===== src/rtl/cpu_start_pkg.sv =====
// cpu_start_pkg
//   Shared definitions for the 6502 start-up controller: FSM state encoding,
//   default timing parameters (also used by the bench) and a helper that
//   turns a count parameter into its 8-bit terminal-count compare value.
package cpu_start_pkg;

  // 8 MHz clock / (2 * 4) = 1 MHz PHI2
  localparam int unsigned HALF_PERIOD_DEF  = 4;
  // full PHI2 cycles with RESB low; the 6502 needs at least 2
  localparam int unsigned RESET_CYCLES_DEF = 8;

  typedef enum logic [2:0] {
    S_HALTED   = 3'd0,
    S_RELEASE  = 3'd1,
    S_RESET    = 3'd2,
    S_RUN      = 3'd3,
    S_STOPPING = 3'd4,
    S_PAUSED   = 3'd5,
    S_STEP     = 3'd6
  } state_t;

  // Counters run 0..n-1, so the compare value is n-1, truncated to 8 bits.
  function automatic logic [7:0] term_count(input int unsigned n);
    return 8'(n - 1);
  endfunction

endpackage


===== src/rtl/cpu_start_phi2_gen.sv =====
// cpu_start_phi2_gen
//   PHI2 generator. A phase counter runs 0..HALF_PERIOD-1 and toggles phi2 at
//   the terminal count. Once phi2 has gone high, the high phase always runs to
//   full length, even if enable drops, so the 6502 never sees a runt high
//   phase. While disabled and low, the counter is held at 0, so re-enabling
//   gives the first rising edge exactly HALF_PERIOD clocks later.
// Ports
//   clock      in   system clock
//   reset      in   synchronous, active-high; forces phi2 low immediately
//   enable     in   run request for the generator
//   phi2       out  registered PHI2
//   phi2_rise  out  registered strobe, high in the clock where phi2 goes 0->1
//   phi2_fall  out  registered strobe, high in the clock where phi2 goes 1->0
//   idle_low   out  phi2 will sit low with the counter cleared after this
//                   clock; used by the FSM to finish a stop
module cpu_start_phi2_gen
  import cpu_start_pkg::*;
#(
  parameter int unsigned HALF_PERIOD = HALF_PERIOD_DEF
) (
  input  logic clock,
  input  logic reset,
  input  logic enable,
  output logic phi2,
  output logic phi2_rise,
  output logic phi2_fall,
  output logic idle_low
);

  localparam logic [7:0] PHASE_TC = term_count(HALF_PERIOD);

  logic [7:0] phase_q;
  logic       active;
  logic       at_tc;

  // A high phase keeps the generator running until it has completed.
  assign active = enable | phi2;
  assign at_tc  = (phase_q == PHASE_TC);

  // When disabled and low, the counter clears on the next edge. So "low and
  // disabled" is already as good as "low with counter 0" for stop decisions.
  assign idle_low = ~phi2 & (~enable | (phase_q == 8'd0));

  always_ff @(posedge clock) begin
    if (reset) begin
      phase_q   <= 8'd0;
      phi2      <= 1'b0;
      phi2_rise <= 1'b0;
      phi2_fall <= 1'b0;
    end else if (active) begin
      if (at_tc) begin
        phase_q   <= 8'd0;
        phi2      <= ~phi2;
        phi2_rise <= ~phi2;
        phi2_fall <= phi2;
      end else begin
        phase_q   <= phase_q + 8'd1;
        phi2_rise <= 1'b0;
        phi2_fall <= 1'b0;
      end
    end else begin
      phase_q   <= 8'd0;
      phi2_rise <= 1'b0;
      phi2_fall <= 1'b0;
    end
  end

endmodule


===== src/rtl/cpu_start.sv =====
// cpu_start
//   Drives the 6502 control pins downstream of the SPI boot loader. It
//   generates PHI2, sequences BE and RESB on boot handoff, and supports
//   pause and single-step for debug.
// Ports
//   clock        in   system clock
//   reset        in   synchronous, active-high
//   run          in   loader level, high = CPU may run
//   bus_release  in   loader level, high = loader has released the bus
//   step         in   one-clock pulse, requests one PHI2 cycle while paused
//   phi2         out  6502 PHI2
//   resb         out  6502 RESB (active low)
//   be           out  6502 BE (high = CPU drives the bus)
//   phi2_rise    out  strobe coincident with phi2 0->1
//   phi2_fall    out  strobe coincident with phi2 1->0
//   running      out  high while in RUN
//
// state      | meaning
// -----------+----------------------------------------------------------
// HALTED     | loader owns bus; be=0, resb=0, PHI2 stopped
// RELEASE    | bus handed to CPU (be=1), PHI2 starts, resb still low
// RESET      | count RESET_CYCLES PHI2 falls with resb low
// RUN        | free-running PHI2, resb=1
// STOPPING   | PHI2 disabled, waiting for it to settle low
// PAUSED     | PHI2 parked low, be/resb held high
// STEP       | exactly one PHI2 cycle, then back to PAUSED
module cpu_start
  import cpu_start_pkg::*;
#(
  parameter int unsigned HALF_PERIOD  = HALF_PERIOD_DEF,
  parameter int unsigned RESET_CYCLES = RESET_CYCLES_DEF
) (
  input  logic clock,
  input  logic reset,
  input  logic run,
  input  logic bus_release,
  input  logic step,
  output logic phi2,
  output logic resb,
  output logic be,
  output logic phi2_rise,
  output logic phi2_fall,
  output logic running
);

  localparam logic [7:0] RST_TC = term_count(RESET_CYCLES);

  state_t     state_q, state_d;
  logic [7:0] fall_cnt_q, fall_cnt_d;
  logic       reclaim_q, reclaim_d;
  logic       be_d, resb_d, running_d;
  logic       gen_en;
  logic       idle_low;

  cpu_start_phi2_gen #(
    .HALF_PERIOD (HALF_PERIOD)
  ) u_phi2_gen (
    .clock     (clock),
    .reset     (reset),
    .enable    (gen_en),
    .phi2      (phi2),
    .phi2_rise (phi2_rise),
    .phi2_fall (phi2_fall),
    .idle_low  (idle_low)
  );

  // Generator enable. bus_release is gated in directly so that a reclaim
  // stops a low phase at once instead of waiting for the state change.
  // In STEP, enable drops in the clock of the fall strobe. Otherwise, with
  // HALF_PERIOD=1, the counter would start a second cycle before PAUSED
  // is reached.
  always_comb begin
    gen_en = 1'b0;
    case (state_q)
      S_RELEASE, S_RESET, S_RUN: gen_en = 1'b1;
      S_STEP:                    gen_en = ~phi2_fall;
      default:                   gen_en = 1'b0;
    endcase
    gen_en = gen_en & bus_release;
  end

  always_comb begin
    state_d    = state_q;
    fall_cnt_d = fall_cnt_q;
    reclaim_d  = reclaim_q;
    be_d       = be;
    resb_d     = resb;

    if (state_q != S_HALTED && !bus_release) begin
      // Bus reclaim outranks everything. reclaim_q remembers where STOPPING
      // must end, in case bus_release comes back before phi2 settles.
      be_d       = 1'b0;
      resb_d     = 1'b0;
      fall_cnt_d = 8'd0;
      reclaim_d  = 1'b1;
      state_d    = idle_low ? S_HALTED : S_STOPPING;
    end else begin
      case (state_q)
        S_HALTED: begin
          be_d       = 1'b0;
          resb_d     = 1'b0;
          fall_cnt_d = 8'd0;
          reclaim_d  = 1'b0;
          if (bus_release && run) begin
            be_d    = 1'b1;
            state_d = S_RELEASE;
          end
        end
        S_RELEASE: begin
          be_d    = 1'b1;
          resb_d  = 1'b0;
          state_d = S_RESET;
        end
        S_RESET: begin
          resb_d = 1'b0;
          if (phi2_fall) begin
            if (fall_cnt_q == RST_TC) begin
              fall_cnt_d = 8'd0;
              resb_d     = 1'b1;
              // run dropping during reset still finishes the reset and
              // then parks the CPU.
              state_d    = run ? S_RUN : S_STOPPING;
            end else begin
              fall_cnt_d = fall_cnt_q + 8'd1;
            end
          end
        end
        S_RUN: begin
          if (!run) state_d = S_STOPPING;
        end
        S_STOPPING: begin
          if (idle_low) state_d = reclaim_q ? S_HALTED : S_PAUSED;
        end
        S_PAUSED: begin
          if (run)       state_d = S_RUN;
          else if (step) state_d = S_STEP;
        end
        S_STEP: begin
          if (phi2_fall) state_d = S_PAUSED;
        end
        default: state_d = S_HALTED;
      endcase
    end

    running_d = (state_d == S_RUN);
  end

  always_ff @(posedge clock) begin
    if (reset) begin
      state_q    <= S_HALTED;
      fall_cnt_q <= 8'd0;
      reclaim_q  <= 1'b0;
      be         <= 1'b0;
      resb       <= 1'b0;
      running    <= 1'b0;
    end else begin
      state_q    <= state_d;
      fall_cnt_q <= fall_cnt_d;
      reclaim_q  <= reclaim_d;
      be         <= be_d;
      resb       <= resb_d;
      running    <= running_d;
    end
  end

endmodule

===== config.mk =====
export PLATFORM = sky130hd
export DESIGN_NAME = cpu_start
export DESIGN_NICKNAME = d
export VERILOG_FILES = /design/src/rtl/cpu_start_pkg.sv /design/src/rtl/cpu_start_phi2_gen.sv /design/src/rtl/cpu_start.sv
export SDC_FILE = /design/constraint.sdc
export NUM_CORES = 1
export LEC_CHECK = 0
export CAP_MARGIN = 40
export CELL_PAD_IN_SITES_DETAIL_PLACEMENT = 1
export CELL_PAD_IN_SITES_GLOBAL_PLACEMENT = 1
export CORE_ASPECT_RATIO = 1.1
export CORE_MARGIN = 5
export CORE_UTILIZATION = 34
export CTS_CLUSTER_DIAMETER = 80
export DETAILED_ROUTE_END_ITERATION = 16
export HOLD_SLACK_MARGIN = 0.15
export MAX_ROUTING_LAYER = met4
export PLACE_DENSITY_LB_ADDON = 0.1
export SLEW_MARGIN = 20
export SYNTH_ARGS = -nofsm -noshare
export SYNTH_HDL_FRONTEND = slang
export SYNTH_SLANG_ARGS = --single-unit
export TNS_END_PERCENT = 30

===== constraint.sdc =====
create_clock -name clock -period 3.1 [get_ports clock]
set_input_delay 0.62 -clock clock [delete_from_list [all_inputs] [get_ports clock]]
set_output_delay 0.62 -clock clock [all_outputs]
set_load 0.05 [all_outputs]

Word level (Yosys, flattened, before mapping)
Index checks and enable logic that the tools add are counted.
{"block": "totals", "input_bits": 5, "register_bits": 26, "out_inout_bits": 6, "wordCells": 72}
{"block": "op_classes", "add_sub_neg": 2, "mux": 24, "bitwise": 9, "eq_ne": 10, "reduce_logical": 17}
{"op": "two-way mux 3 bit", "n": 12}
{"op": "case mux 3 bit (7 select lines)", "n": 1}
{"op": "adder 8 x 1 -> 8 bit (second input constant)", "n": 2}
{"op": "two-way mux 8 bit", "n": 2}
{"op": "case mux 8 bit (2 select lines)", "n": 1}
{"op": "equality test 3 x 2 -> 1 bit (second input constant)", "n": 3}
{"op": "equality test 3 bit (second input constant)", "n": 3}
{"op": "OR reduction 3 bit", "n": 3}
{"op": "equality test 8 x 2 -> 1 bit (second input constant)", "n": 1}
{"op": "equality test 8 x 3 -> 1 bit (second input constant)", "n": 1}
{"op": "logical NOT 8 bit", "n": 1}
{"op": "nonzero test 2 bit", "n": 4}
{"op": "case mux 1 bit (2 select lines)", "n": 3}
{"op": "two-way mux 1 bit", "n": 5}
{"op": "NOT 1 bit", "n": 5}
{"op": "AND reduction 2 bit", "n": 2}
{"op": "OR reduction 2 bit", "n": 2}
{"op": "equality test 3 x 1 -> 1 bit (second input constant)", "n": 1}
{"op": "logical NOT 3 bit", "n": 1}
{"op": "nonzero test 3 bit", "n": 1}
{"op": "bitwise AND 1 bit", "n": 2}
{"op": "logical AND 1 bit", "n": 2}
{"op": "!= test 2 x 1 -> 1 bit (second input constant)", "n": 1}
{"op": "OR 1 bit", "n": 2}
{"op": "logical NOT 1 bit", "n": 1}

Longest topological paths before layout
Gate-level depths: netlist of run 1.
{"block": "depth", "depth_word": 11, "mapped_depth": 6, "depth_no_buf": 5}

Cells and area by module
Synthesis of run 1 repeated with hierarchy kept, for this count alone.
{"block": "hier_totals", "cells_unflattened": 160, "hier_area_um2": 1356.3}
{"mod": "cpu_start", "n_inst": 1, "area_per_inst_um2": 867.1, "cells_each": 107, "seq_area_each_um2": 300.3}
{"mod": "cpu_start_phi2_gen", "n_inst": 1, "area_per_inst_um2": 489.2, "cells_each": 53, "seq_area_each_um2": 220.2}

Least setup slack after synthesis of run 1
Ideal clock, no wire load.
{"block": "synth_timing", "path_type": "register to register", "from": "register u_phi2_gen.phi2_fall", "to": "register running", "required_ns": 2.970, "path_stages_with_launch": 5, "setup_ns": 0.130, "arrival_time_ns": 1.680, "period_less_slack_ns": 1.809, "path_slack_ns": 1.291, "cell_sequence": "dfxtp_1 -> or4b_4 -> o21ba_1 -> o311ai_2 -> o22ai_1"}
{"block": "synth_between", "elab_chain_len": 10, "word_cells_on_any_way": 13}
{"element": "from (decl)", "line_no": "cpu_start_phi2_gen.sv:26", "source": "output logic phi2_fall,"}
{"element": "from (signal assigned)", "line_no": "cpu_start_phi2_gen.sv:55", "source": "phi2_fall <= phi2;"}
{"element": "NOT 1 bit", "line_no": "cpu_start.sv:76", "source": "S_STEP: gen_en = ~phi2_fall;"}
{"element": "case mux 1 bit (2 select lines)", "line_no": "cpu_start.sv:74", "source": "case (state_q)"}
{"element": "bitwise AND 1 bit", "line_no": "cpu_start.sv:79", "source": "gen_en = gen_en & bus_release;"}
{"element": "NOT 1 bit", "line_no": "cpu_start_phi2_gen.sv:42", "source": "assign idle_low = ~phi2 & (~enable | (phase_q == 8'd0));"}
{"element": "OR 1 bit", "line_no": "cpu_start_phi2_gen.sv:42"}
{"element": "bitwise AND 1 bit", "line_no": "cpu_start_phi2_gen.sv:42"}
{"element": "two-way mux 3 bit", "line_no": "cpu_start.sv:132", "source": "if (idle_low) state_d = reclaim_q ? S_HALTED : S_PAUSED;"}
{"element": "case mux 3 bit (7 select lines)", "line_no": "cpu_start.sv:98", "source": "case (state_q)"}
{"element": "two-way mux 3 bit *", "line_no": "cpu_start.sv:89", "source": "if (state_q != S_HALTED && !bus_release) begin"}
{"element": "equality test 3 x 2 -> 1 bit *", "line_no": "cpu_start.sv:145", "source": "running_d = (state_d == S_RUN);"}
{"element": "to (signal assigned)", "line_no": "cpu_start.sv:162", "source": "running <= running_d;"}
{"element": "to (decl)", "line_no": "cpu_start.sv:43", "source": "output logic running"}
Every way passes the cells marked *; elsewhere a longest branch is shown, timed or not.
A chain may end at the register's enable or synchronous reset.

Worst setup path in the final report of run 1
{"block": "layout_timing", "from": "register u_phi2_gen.phi2", "to": "output phi2"}
{"element": "from (decl)", "line_no": "cpu_start_phi2_gen.sv:24", "source": "output logic phi2,"}
{"element": "from (signal assigned)", "line_no": "cpu_start_phi2_gen.sv:53", "source": "phi2 <= ~phi2;"}
{"element": "to (decl)", "line_no": "cpu_start.sv:38", "source": "output logic phi2,"}
No word-level cell between the ends.

==> flow_metrics.env, run 1 <==
export IMPL_layout_cells_non_filler=225
export IMPL_cp_cell_sequence="clkdlybuf4s50_1"
export IMPL_multi_input_area_um2=785
export IMPL_worst_hold_slack_ns=0.482
export IMPL_cts_sinks=26
export IMPL_hold_buffers=0
export IMPL_hold_depth=2
export IMPL_clk_pin_slew_worst_paths_ns=0.09
export IMPL_numCtsBuffers=3
export IMPL_grt_remaining_overflow=0
export IMPL_skew_ns=0.00486
export IMPL_required_ns=2.48
export IMPL_drtPass1Iterations=4
export IMPL_vias_per_cell=5.40
export IMPL_power_mw=0.682
export IMPL_die_x_um=70.6
export IMPL_drtAntennaViolNets=0
export IMPL_endpoint_kind="output pin"
export IMPL_die_y_um=76.7
export IMPL_dp_worst_setup_slack_ns=0.905
export IMPL_synth_top_cells_by_count="dfxtp_1 (26), nor2_1 (20), o21ai_0 (10)"
export IMPL_synth_area_um2=1370
export IMPL_drtIter0Drc=36
export IMPL_status="complete, no violations"
export IMPL_placedCellCount=222
export IMPL_drc_errors=0
export IMPL_synth_cells=166
export IMPL_grt_antenna_before_repair=0
export IMPL_grt_max_degree=19
export IMPL_path_buf_inv=1
export IMPL_drt_wl_total_mm=3.27
export IMPL_fill_cells=472
export IMPL_placed_area_um2=1510
export IMPL_first_global_vias=1269
export IMPL_synth_cell_type_count=47
export IMPL_fin_area_um2=1550
export IMPL_cp_top_family="buffers and inverters"
export IMPL_synth_seq_cells=26
export IMPL_slew_viol_final=0
export IMPL_clock_latency_ns=0.26
export IMPL_ios=11
export IMPL_critPathArrivalTime_ns=1.62
export IMPL_grt_setup_unrepaired="no"
export IMPL_finalHoldViolCount=0
export IMPL_gp_congestion=0.760
export IMPL_core_area_um2=3930
export IMPL_yosysWarnings=0
export IMPL_fmax_mhz=446
export IMPL_worst_hold_path_type="reg -> reg"
export IMPL_yosysSeqAreaShare_pct=37.9
export IMPL_period_share_pct=72.3
export IMPL_seq_area_um2=520
export IMPL_area_growth_pct=12.8
export IMPL_synthArstFlopShare_pct=0
export IMPL_dieArea_um2=5410
export IMPL_slew_headroom_pct=60.0
export IMPL_r2r_cells=4
export IMPL_grt_usage_pct=12.7
export IMPL_worst_path_stages=1
export IMPL_wire_per_inst_um=14.5
export IMPL_finalSetupViolCount=0
export IMPL_post_cts_setup_buffer_count=0
export IMPL_drive_gt1_share_pct=4.62
export IMPL_cts_resized=0
export IMPL_syn_num_nets=174
export IMPL_synth_top_cell_by_area="dfxtp_1"
export IMPL_ir_drop_v=0.000159
export IMPL_yosysMostFrequentCell="dfxtp_1"
export IMPL_portBuffers=10
export IMPL_max_stage_delay_ns=0.86
export IMPL_htree_levels=1
export IMPL_synth_edf_count=0
export IMPL_clock_path_buffers=2
export IMPL_cpMaxStageDelayCell="clkdlybuf4s50_1"
export IMPL_setup_ws_ns=0.858
export IMPL_crit_path_start_kind="flop"
export IMPL_synthFlopType="dfxtp_1"
export IMPL_hpwl_mm=2.51
export IMPL_fin_util_pct=39.4
export IMPL_period_minus_slack_ns=2.24
export IMPL_synth_top_area_share_pct=37.9
export IMPL_power_leakage_nw=0.517
export IMPL_grt_pass1_wl_mm=5.62
export IMPL_row_count=24
export IMPL_crit_fanout=9
export IMPL_tightest_slew_ns=0.598
export IMPL_setup_tns_ns=0
export IMPL_cap_violations=0
export IMPL_antenna_cells=0
export IMPL_cts_root_buf="clkbuf_8"
export IMPL_vias=1216
export IMPL_synth_area_top_cells="dfxtp_1 (38%), nor2_1 (5.5%), xor2_1 (3.8%)"
export IMPL_worstSetupPathType="reg -> out"
export IMPL_tritoncts="built"
export IMPL_avgSynthCellArea_um2=8.28
export IMPL_start_util_pct=34.9
export IMPL_fin_nets=183
export IMPL_p_per_area_nw_per_um2=440
## routing by layer
metal | track usage [%] | vias to the layer above | wire length [um]
li1 | - | 615 | -
met1 | 15.1 | 593 | 1530
met2 | 22.5 | 6 | 1660
met3 | 1.83 | 2 | 60
met4 | 3.38 | 0 | 22
met5 | - | - | 0
## cell type report
type	instances	share of cell area, %
well taps	52	4.20
inverters	8	1.94
clock buffers	3	2.67
repair buffers	11	6.95
flip-flops and latches	26	33.6
multi-input cells	125	50.6
## flip-flops by register name, summed over array words and instances (netlist names)
signal and count:
u_phi2_gen.phi2_rise 1, running 1, u_phi2_gen.phase_q 8, fall_cnt_q 8, be 1, u_phi2_gen.phi2_fall 1, u_phi2_gen.phi2 1, reclaim_q 1
state_q 3, resb 1
## final timing paths
kind                                       from                     to  slack, ns
worst min register to register    fall_cnt_q[1]          fall_cnt_q[1]       0.48
worst min-delay path              fall_cnt_q[1]          fall_cnt_q[1]       0.48
worst max-delay path            u_phi2_gen.phi2                   phi2       0.86
worst max register to register       state_q[0]  u_phi2_gen.phase_q[4]       1.24
## cells by family after synthesis
| kind of cell | after synthesis | synth area share [%] |
|---|---|---|
| compound gates | 41 | 21.0 |
| flops | 26 | 37.9 |
| simple gates | 73 | 28.2 |
| fa+ha+maj | 3 | 2.73 |
| xor+xnor | 8 | 5.10 |
| buf+inv | 15 | 5.01 |
## placed cells by master, fill, tap and decap left out, drive strengths merged, types with 2 or more instances in the layout
master,count
a21oi,9
and3,3
clkbuf,3
clkdlybuf4s50,10
dfxtp,26
ha,3
inv,8
nand2,9
nand2b,5
nand3,9
nand4,4
nor2,21
nor2b,3
nor3,4
nor4,3
o211ai,2
o21ai,10
o21ba,2
o221ai,2
o22ai,2
o311ai,2
or3,6
or4b,2
xnor2,2
xor2,6
## report_power, final
part	switching, mW	internal [mW]	leakage (nW)
Combinational	0.0716	0.0524	0.285
Sequential	0.0248	0.345	0.210
Clock	0.101	0.0869	0.0216
Total	0.197	0.484	0.517
Power figures use the tool's default switching activity.
==> run 2, diff against run 1 <==
clock period = 2.25 ns   (was 3.1 ns; I/O delays follow)
==> flow_metrics.env, run 2 (synthesis results as in run 1) <==
export IMPL_endpoint_kind="output pin"
export IMPL_cp_top_family="buffers and inverters"
export IMPL_vias=1231
export IMPL_fmax_mhz=479
export IMPL_dieArea_um2=5410
export IMPL_die_y_um=76.7
export IMPL_drc_errors=0
export IMPL_drtIter0Drc=48
export IMPL_clk_pin_slew_worst_paths_ns=0.10
export IMPL_cts_resized=0
export IMPL_gp_congestion=0.748
export IMPL_htree_levels=1
export IMPL_placedCellCount=224
export IMPL_path_buf_inv=1
export IMPL_die_x_um=70.6
export IMPL_cap_violations=0
export IMPL_hold_buffers=0
export IMPL_required_ns=1.80
export IMPL_slew_headroom_pct=61.5
export IMPL_vias_per_cell=5.40
export IMPL_crit_fanout=9
export IMPL_r2r_start="state_q[2]"
export IMPL_slew_viol_final=0
export IMPL_finalSetupViolCount=0
export IMPL_post_cts_setup_buffer_count=0
export IMPL_layout_cells_non_filler=228
export IMPL_finalHoldViolCount=0
export IMPL_period_share_pct=92.9
export IMPL_drtPass1Iterations=4
export IMPL_tightest_slew_ns=0.577
export IMPL_area_growth_pct=16.0
export IMPL_worst_hold_path_type="reg -> reg"
export IMPL_row_count=24
export IMPL_startpoint="u_phi2_gen.phi2"
export IMPL_reg_top3="fall_cnt_q x8, u_phi2_gen.phase_q x8, state_q x3"
export IMPL_ir_drop_v=0.000302
export IMPL_antenna_cells=0
export IMPL_grt_setup_unrepaired="no"
export IMPL_ios=11
export IMPL_drtAntennaViolNets=0
export IMPL_clock_path_buffers=2
export IMPL_grt_remaining_overflow=0
export IMPL_drive_gt1_share_pct=6.25
export IMPL_status="complete, no violations"
export IMPL_power_leakage_nw=0.540
export IMPL_final_common_cell="dfxtp_1"
export IMPL_period_minus_slack_ns=2.09
export IMPL_clock_latency_ns=0.28
export IMPL_core_area_um2=3930
export IMPL_max_stage_delay_ns=0.86
export IMPL_fin_util_pct=40.5
export IMPL_skew_ns=0.00231
export IMPL_hpwl_mm=2.62
export IMPL_numCtsBuffers=3
export IMPL_wire_per_inst_um=15.2
export IMPL_final_cell_mix="dfxtp_1 (26), nor2_1 (20), o21ai_0 (10), clkdlybuf4s50_1 (10)"
export IMPL_fin_nets=185
export IMPL_critPathArrivalTime_ns=1.64
export IMPL_portBuffers=10
export IMPL_grt_usage_pct=14.1
export IMPL_cts_root_buf="clkbuf_8"
export IMPL_drt_wl_total_mm=3.47
export IMPL_cpMaxStageDelayCell="clkdlybuf4s50_1"
export IMPL_worstSetupPathType="reg -> out"
export IMPL_grt_antenna_before_repair=0
export IMPL_cts_sinks=26
export IMPL_setup_tns_ns=0
export IMPL_cp_cell_sequence="clkdlybuf4s50_1"
export IMPL_grt_max_degree=19
export IMPL_crit_path_start_kind="flop"
export IMPL_first_global_vias=1338
export IMPL_hp_start="fall_cnt_q[1]"
export IMPL_tritoncts="built"
export IMPL_grt_pass1_wl_mm=6.18
export IMPL_p_per_area_nw_per_um2=684
export IMPL_start_util_pct=34.9
-- run 2: area by class of cell --
class	count	area (um^2)
Tap cell	52	65.1
Fill cell	476	2340
Multi-Input combinational cell	125	785
Inverter	8	30.0
Timing Repair Buffer	13	123
Clock inverter	1	30.0
Sequential cell	26	520
Clock buffer	3	41.3
-- run 2: per-stage QoR --
stage	total power, mW	cell area, um^2	setup WS, ns	hold WS [ns]
2_1_floorplan	0.647	1370	0.441	0.444
3_3_place_gp	0.692	1520	0.343	0.451
3_5_place_dp	0.695	1520	0.346	0.469
4_1_cts	1.10	1590	0.143	0.484
5_1_grt	1.14	1590	0.0843	0.504
6_report	1.09	1590	0.160	0.473
-- run 2: final timing paths --
path,end,slack [ns],cells past startpoint
max,phi2,0.16,1
min,fall_cnt_q[1],0.47,2
max reg2reg,state_q[2],0.52,4
min reg2reg,fall_cnt_q[1],0.47,2
-- run 2: report_power, final --
part / total [mW] / switching (mW) / internal, mW
combinational: 0.183 / 0.105 / 0.0775
clock: 0.407 / 0.168 / 0.239
sequential: 0.501 / 0.0254 / 0.476
total: 1.09 / 0.299 / 0.792
-- run 2: layer usage --
layer  vias to the layer above  wire length [um]  track usage, %
met1                       597              1550            15.8
met3                         5                62            2.35
li1                        620                 -               -
met5                         -                 0               -
met2                         9              1810            25.5
met4                         0                44            4.14
==> run 3, diff against run 2 <==
CELL_PAD_IN_SITES_DETAIL_PLACEMENT = not set   (was 1)
CELL_PAD_IN_SITES_GLOBAL_PLACEMENT = not set   (was 1)
PLACE_DENSITY_LB_ADDON = not set   (was 0.1)
==> flow_metrics.env, run 3 (synthesis results as in run 1) <==
export IMPL_required_ns=1.80
export IMPL_crit_path_start_kind="flop"
export IMPL_reg_top3="fall_cnt_q x8, u_phi2_gen.phase_q x8, state_q x3"
export IMPL_p_per_area_nw_per_um2=669
export IMPL_startpoint="u_phi2_gen.phi2"
export IMPL_critPathArrivalTime_ns=1.64
export IMPL_setup_tns_ns=0
export IMPL_cp_cell_sequence="clkdlybuf4s50_1"
export IMPL_tightest_slew_ns=0.558
export IMPL_wire_per_inst_um=13.1
export IMPL_worst_hold_path_type="reg -> reg"
export IMPL_drive_gt1_share_pct=6.78
export IMPL_placedCellCount=225
export IMPL_clock_latency_ns=0.27
export IMPL_endpoint_kind="output pin"
export IMPL_cpMaxStageDelayCell="clkdlybuf4s50_1"
export IMPL_grt_max_degree=19
export IMPL_portBuffers=10
export IMPL_r2r_start="state_q[2]"
export IMPL_numCtsBuffers=3
export IMPL_fmax_mhz=479
export IMPL_drt_wl_total_mm=3.00
export IMPL_period_minus_slack_ns=2.09
export IMPL_die_x_um=70.6
export IMPL_power_leakage_nw=0.545
export IMPL_core_area_um2=3930
export IMPL_hold_path_end="fall_cnt_q[1]"
export IMPL_grt_antenna_before_repair=0
export IMPL_cts_sinks=26
export IMPL_fin_nets=186
export IMPL_grt_usage_pct=11.8
export IMPL_max_stage_delay_ns=0.86
export IMPL_tritoncts="built"
export IMPL_fill_cells=423
export IMPL_grt_remaining_overflow=0
export IMPL_drtIter0Drc=90
export IMPL_finalHoldViolCount=0
export IMPL_cts_resized=0
export IMPL_first_global_vias=1172
export IMPL_vias_per_cell=5.44
export IMPL_crit_fanout=9
export IMPL_cts_root_buf="clkbuf_8"
export IMPL_hold_depth=2
export IMPL_hp_start="fall_cnt_q[1]"
export IMPL_die_y_um=76.7
export IMPL_ir_drop_v=0.000454
export IMPL_setup_ws_ns=0.163
export IMPL_dieArea_um2=5410
export IMPL_r2r_cells=3
export IMPL_area_growth_pct=16.6
export IMPL_drtAntennaViolNets=0
export IMPL_htree_levels=1
export IMPL_slew_headroom_pct=62.7
export IMPL_final_cell_mix="dfxtp_1 (26), nor2_1 (20), o21ai_0 (10), clkdlybuf4s50_1 (10)"
export IMPL_start_util_pct=34.9
export IMPL_seq_area_um2=520
export IMPL_status="complete, no violations"
export IMPL_worst_hold_slack_ns=0.484
export IMPL_drtPass1Iterations=4
export IMPL_clock_path_buffers=2
export IMPL_row_count=24
export IMPL_final_common_cell="dfxtp_1"
export IMPL_post_cts_setup_buffer_count=0
export IMPL_antenna_cells=0
export IMPL_drc_errors=0
export IMPL_dp_worst_setup_slack_ns=0.302
export IMPL_cp_top_family="buffers and inverters"
export IMPL_multi_input_area_um2=785
export IMPL_worst_path_stages=1
export IMPL_ios=11
export IMPL_r2r_setup_slack_ns=0.52
export IMPL_path_buf_inv=1
export IMPL_hpwl_mm=2.24
export IMPL_slew_viol_final=0
export IMPL_fin_util_pct=40.7
export IMPL_clk_pin_slew_worst_paths_ns=0.10
export IMPL_hold_buffers=0
export IMPL_vias=1246
export IMPL_worstSetupPathType="reg -> out"
export IMPL_period_share_pct=92.8
export IMPL_layout_cells_non_filler=229
export IMPL_finalSetupViolCount=0
export IMPL_r2r_end="fall_cnt_q[1]"
export IMPL_grt_pass1_wl_mm=5.18
export IMPL_grt_setup_unrepaired="no"
export IMPL_skew_ns=0.0114
export IMPL_gp_congestion=0.874
export IMPL_cap_violations=0
==> run 3: cell count changes in the layout (fill, tap and decap cells not counted) <==
cell and delta:
buf_4 +1
==> run 3: per-stage QoR <==
step,total power [mW],area (um^2)
after floorplan,0.647,1370
after CTS,1.09,1600
after global placement,0.688,1530
after detailed placement,0.691,1530
final,1.07,1600
after global routing,1.13,1600
==> run 3: per-layer routing <==
layer | vias to the layer above | track usage, % | wire (um)
li1 | 624 | - | -
met1 | 596 | 14.5 | 1440
met2 | 22 | 18.6 | 1420
met3 | 4 | 2.88 | 92
met4 | 0 | 4.70 | 48
met5 | - | - | 0
==> run 3: how the worst max path moves through the flow <==
stage | endpoint | slack [ns]
finish | phi2 | 0.16
global route | phi2 | 0.09
CTS | phi2 | 0.15
detailed placement | running | 0.30
global placement | running | 0.39
floorplan | running | 0.44
==> run 3: layout make-up <==
type | count | share of cell area, %
Clock buffer | 3 | 2.58
Clock inverter | 1 | 1.87
Inverter | 8 | 1.87
Multi-Input combinational cell | 125 | 49.0
Sequential cell | 26 | 32.5
Tap cell | 52 | 4.06
Timing Repair Buffer | 14 | 8.12
==> run 3: power by group <==
group	leakage, nW	total [mW]	internal [mW]	switching (mW)
sequential	0.210	0.503	0.476	0.0272
clock	0.0357	0.388	0.238	0.150
combinational	0.299	0.180	0.0791	0.101
total	0.545	1.07	0.793	0.278
==> run 3: worst register-to-register path, delay by kind of cell, from the launching register on <==
family,cells,cell delay [ns]
simple gates,2,1.00
flops,1,0.49
compound gates,1,0.16
